[src/rtl/sram_bus_arbiter.sv]
// sram_bus_arbiter
//   Shares one sram-like memory port between the instruction-fetch master
//   (inst_*) and the data-access master (data_*). Only one transaction is in
//   flight at a time, and handshakes are routed back only to the master that
//   owns it.
//
// Ports
//   clk, rst                      clock, synchronous active-high reset
//   inst_req/wr/size/addr/wdata   instruction master request side
//   inst_rdata/addr_ok/data_ok    instruction master response side
//   data_req/wr/size/addr/wdata   data master request side
//   data_rdata/addr_ok/data_ok    data master response side
//   mem_req/wr/size/addr/wdata    shared port request side
//   mem_rdata/addr_ok/data_ok     shared port response side
//   busy                          a transaction is owned (state != IDLE)
//
// Parameter
//   ROUND_ROBIN  0: data master wins a tie; 1: master not served last wins.
//
// state  | meaning
// IDLE   | no owner; arbitrate on requests (one bubble cycle)
// ADDR   | owner's request forwarded, waiting for mem_addr_ok
// DATA   | address accepted, waiting for mem_data_ok

module sram_bus_arbiter #(
  parameter int unsigned ROUND_ROBIN = 0
) (
  input  logic        clk,
  input  logic        rst,

  input  logic        inst_req,
  input  logic        inst_wr,
  input  logic [1:0]  inst_size,
  input  logic [31:0] inst_addr,
  input  logic [31:0] inst_wdata,
  output logic [31:0] inst_rdata,
  output logic        inst_addr_ok,
  output logic        inst_data_ok,

  input  logic        data_req,
  input  logic        data_wr,
  input  logic [1:0]  data_size,
  input  logic [31:0] data_addr,
  input  logic [31:0] data_wdata,
  output logic [31:0] data_rdata,
  output logic        data_addr_ok,
  output logic        data_data_ok,

  output logic        mem_req,
  output logic        mem_wr,
  output logic [1:0]  mem_size,
  output logic [31:0] mem_addr,
  output logic [31:0] mem_wdata,
  input  logic [31:0] mem_rdata,
  input  logic        mem_addr_ok,
  input  logic        mem_data_ok,

  output logic        busy
);

  typedef enum logic [1:0] {
    S_IDLE = 2'd0,
    S_ADDR = 2'd1,
    S_DATA = 2'd2
  } state_t;

  typedef enum logic {
    OWN_INST = 1'b0,
    OWN_DATA = 1'b1
  } owner_t;

  state_t state_q, state_d;
  owner_t owner_q, owner_d;
  owner_t last_owner_q, last_owner_d;

  logic own_req;
  logic req_phase;
  logic fwd_addr_ok;
  logic fwd_data_ok;
  logic own_is_inst;
  logic own_is_data;

  always_ff @(posedge clk) begin
    if (rst) begin
      state_q      <= S_IDLE;
      owner_q      <= OWN_INST;
      last_owner_q <= OWN_INST;
    end else begin
      state_q      <= state_d;
      owner_q      <= owner_d;
      last_owner_q <= last_owner_d;
    end
  end

  always_comb begin
    state_d      = state_q;
    owner_d      = owner_q;
    last_owner_d = last_owner_q;
    req_phase    = 1'b0;
    fwd_addr_ok  = 1'b0;
    fwd_data_ok  = 1'b0;
    own_req      = (owner_q == OWN_DATA) ? data_req : inst_req;

    case (state_q)
      S_IDLE: begin
        if (inst_req && data_req) begin
          state_d = S_ADDR;
          if (ROUND_ROBIN != 0) begin
            owner_d = (last_owner_q == OWN_INST) ? OWN_DATA : OWN_INST;
          end else begin
            owner_d = OWN_DATA;
          end
        end else if (data_req) begin
          state_d = S_ADDR;
          owner_d = OWN_DATA;
        end else if (inst_req) begin
          state_d = S_ADDR;
          owner_d = OWN_INST;
        end
      end

      S_ADDR: begin
        req_phase   = own_req;
        fwd_addr_ok = mem_addr_ok;
        fwd_data_ok = mem_data_ok;
        if (mem_addr_ok && mem_data_ok) begin
          state_d      = S_IDLE;
          last_owner_d = owner_q;
        end else if (mem_addr_ok) begin
          state_d = S_DATA;
        end else if (!own_req) begin
          // Owner withdrew before the address was taken: drop it silently,
          // it was never served so round-robin history stays as it was.
          state_d = S_IDLE;
        end
      end

      S_DATA: begin
        fwd_data_ok = mem_data_ok;
        if (mem_data_ok) begin
          state_d      = S_IDLE;
          last_owner_d = owner_q;
        end
      end

      default: begin
        state_d = S_IDLE;
      end
    endcase
  end

  assign own_is_inst = (owner_q == OWN_INST);
  assign own_is_data = (owner_q == OWN_DATA);

  // Handshake outputs are gated by rst so they are quiet in the reset cycle
  // itself, not only after the state register has cleared.
  assign mem_req      = req_phase & ~rst;
  assign busy         = (state_q != S_IDLE) & ~rst;
  assign inst_addr_ok = fwd_addr_ok & own_is_inst & ~rst;
  assign inst_data_ok = fwd_data_ok & own_is_inst & ~rst;
  assign data_addr_ok = fwd_addr_ok & own_is_data & ~rst;
  assign data_data_ok = fwd_data_ok & own_is_data & ~rst;

  // Qualifiers follow the owner at all times; they only matter while mem_req.
  assign mem_wr    = own_is_data ? data_wr    : inst_wr;
  assign mem_size  = own_is_data ? data_size  : inst_size;
  assign mem_addr  = own_is_data ? data_addr  : inst_addr;
  assign mem_wdata = own_is_data ? data_wdata : inst_wdata;

  assign inst_rdata = mem_rdata;
  assign data_rdata = mem_rdata;

endmodule

[config.mk]
export PLATFORM = sky130hd
export DESIGN_NAME = sram_bus_arbiter
export DESIGN_NICKNAME = d
export VERILOG_FILES = /design/src/rtl/sram_bus_arbiter.sv
export SDC_FILE = /design/constraint.sdc
export NUM_CORES = 1
export LEC_CHECK = 0
export ABC_AREA = 1
export CAP_MARGIN = 25
export CORE_AREA = 2 2 121 123
export DETAILED_ROUTE_END_ITERATION = 8
export DIE_AREA = 0 0 123 125
export HOLD_SLACK_MARGIN = 0.12
export MAX_ROUTING_LAYER = met4
export PLACE_DENSITY = 0.64
export REMOVE_ABC_BUFFERS = 1
export SLEW_MARGIN = 20
export SYNTH_ARGS = -nofsm -noshare
export SYNTH_HDL_FRONTEND = slang
export SYNTH_SLANG_ARGS = --single-unit
[constraint.sdc]
create_clock -name clk -period 1.6 [get_ports clk]
set_clock_uncertainty 0.05 [all_clocks]
set_input_delay 0.24 -clock clk [delete_from_list [all_inputs] [get_ports clk]]
set_output_delay 0.24 -clock clk [all_outputs]
set_load 0.01 [all_outputs]
==> reports/metrics.cfg <==
[status]
status=complete, but fails checks
violations=negative setup slack

[clocking]
cts_tree=built
clockBufferDepth=2
cts_buffers=3
cts.htree.levels=1
clk_pin_slew_ns=0.03
cts_root_buffer=clkbuf_16
ctsHoldBuffers=0
clk_latency_ns=0.23
clkSinkCount=3

[critical_path]
cp_slowest_cell=dfxtp_4
worstPathRequired_ns=1.31
cp_data_arrival_time_ns=1.32
crit_top_cell=buf_6
crit_type=reg2out
startpoint_type=flop
r2r_setup_slack_ns=0.19
max_stage_delay_ns=0.40
cp_max_fo=7
worstPathCellList=buf_6 > buf_6 > buf_4 > nor3_1 > buf_2
end_kind=output pin

[floorplanning]
io_pins=309
die_x_um=123
coreArea_um2=14200
die_area_um2=15400
initial_core_util=0.113
row_count=44
die_h_um=125

[timing]
worstMarginPinSlew_ns=0.269
max_freq_mhz=621
fin_crit_sh=1.01
setup_viol=2
whs_ns=0.397
drv_slew=0
relSlewSlack=0.820
setup_slack_ns=-0.0115
period_needed_ns=1.61
grt_setup_unrepaired=yes
hold_violations=0

[synth]
ys_types=15
synth_area_leaders=nand2_1 (49%), buf_4 (31%), dfxtp_1 (3.7%)
synth_top_area_frac=0.492
ys.flop_type=dfxtp_1
synth_area_per_cell_um2=4.91
seq_area_frac_synth=0.0373
ys_seq_elements=3
synth_most_common_cell=nand2_1
async_flop_share=0
synth_edf_count=0
ys_warn_count=0
ys_top_cells_by_count=nand2_1 (211), buf_4 (67), nor2_1 (10)
synth_top_area_cell=nand2_1
syn_area_um2=1610
syn_inst=328

[pwr]
ir_drop_mv=0.303
p_leak_nw=1.92
power_density_nw_per_um2=637

[placed_design]
place.gp.congestion=0.938
io_buffers=212
post-place-ws_ns=-0.239
hpwl_mm=9.30
place_area_um2=3610
placed_cells=667

[detailed_routing]
wl_per_cell_um=16.7
drt_wl_total_mm=11.5
dr.pass1.iters=4
vias=2565
drtAntennaViolNets=0
drt_iter0_drc=113
vias_per_cell=3.72
drc=0

[cells_and_area]
seqCellArea_um2=68.8
areaGrowthSynthToFinish_pct=136
layout-drive-gt1-share=0.306
nFillCells=1606
final_cells=690
n_antenna_cell=0
fin_nets=683
postLayoutCellArea_um2=3800
multiInputGateArea_um2=1070

[grt]
overflow=0
grt_max_degree=24
gr-usage-all-layers=0.142
grt_pass1_vias=2382
grt_pass1_wl_mm=15.4
antenna_found_initial=0

[min_path]
min_path_type=in2reg

[run]
cap_violations=0

-- power by group --
part	switching, mW	leakage (nW)	total (mW)	internal (mW)
registers	0.0335	0.0264	0.130	0.0962
logic	0.860	1.85	1.89	1.03
clock network	0.0750	0.0382	0.404	0.329
-- critical path, delay by kind of cell (launching register included) --
kind                   cells  cell delay, ns
flip-flops                 1            0.40
AND/OR/NAND/NOR            1            0.16
buffers and inverters      4            0.54
-- cell usage in the layout, fill, tap and decap left out, drive strengths merged --
cell,instances
a21oi,4
buf,88
clkbuf,26
clkdlybuf4s15,2
clkdlybuf4s50,138
clkinv,2
dfxtp,3
dlygate4sd2,1
dlymetal6s2s,1
ha,4
inv,8
nand2,213
nand3,3
nor2,10
nor3,2
o21ai,1
-- worst paths after layout --
kind                                  from                       end  cells past startpoint
setup / recovery  own_is_data$_SDFFE_PP0P_              inst_addr_ok                      5
hold / removal                         rst  own_is_data$_SDFFE_PP0P_                      3
setup reg to reg  own_is_data$_SDFFE_PP0P_   state_q[0]$_SDFFE_PP0P_                     10
hold reg to reg    state_q[0]$_SDFFE_PP0P_   state_q[0]$_SDFFE_PP0P_                      2
-- final cells by class --
type,instances,area share
clock buffers,4,0.0207
inverters,9,0.0128
multi-input cells,237,0.282
flip-flops and latches,3,0.0181
well taps,184,0.0606
repair buffers,252,0.601
repair inverters,1,0.00428
-- metal layers --
| metal | global-route usage | share of wire | wire length (µm) | vias to the layer above |
|---|---|---|---|---|
| li1 | - | - | - | 1268 |
| met1 | 0.152 | 0.36 | 4170 | 1068 |
| met2 | 0.197 | 0.41 | 4720 | 222 |
| met3 | 0.132 | 0.22 | 2540 | 7 |
| met4 | 0.0187 | 0.0063 | 72 | 0 |
| met5 | - | 0 | 0 | - |
-- registers in the layout (all words and copies together), names as in the netlist --
name and flops:
state_q 2, own_is_data 1
-- logic make-up (layout without fill, tap and decap cells) --
| kind of cell | after synthesis | count (layout) | share of synthesized area |
|---|---|---|---|
| buffers and inverters | 88 | 266 | 0.378 |
| AO/OA/AOI/OAI | 5 | 5 | 0.0155 |
| flip-flops | 3 | 3 | 0.0373 |
| AND/OR/NAND/NOR | 228 | 228 | 0.538 |
| adder cells (fa/ha/maj) | 4 | 4 | 0.0311 |
-- through the flow --
| step | TNS (ns) | utilization | power (mW) |
|---|---|---|---|
| floorplan | -64.21 | - | 0.721 |
| global placement | -5.97 | 0.254 | 1.92 |
| detailed placement | -5.86 | 0.254 | 1.92 |
| CTS | -0.687 | 0.263 | 2.37 |
| global route | -0.866 | 0.268 | 2.62 |
| finish | -0.0133 | 0.268 | 2.42 |
-- what timing repair did --
| item | in CTS | in global routing |
|---|---|---|
| buffers inserted | 14 | 5 |
| endpoints found under the setup margin | 73 | 68 |
| gates resized for setup | 242 | 112 |
| gates cloned | 4 | 0 |
| pin swaps | 0 | 9 |
No activity file was read; power rests on OpenSTA's default activity.
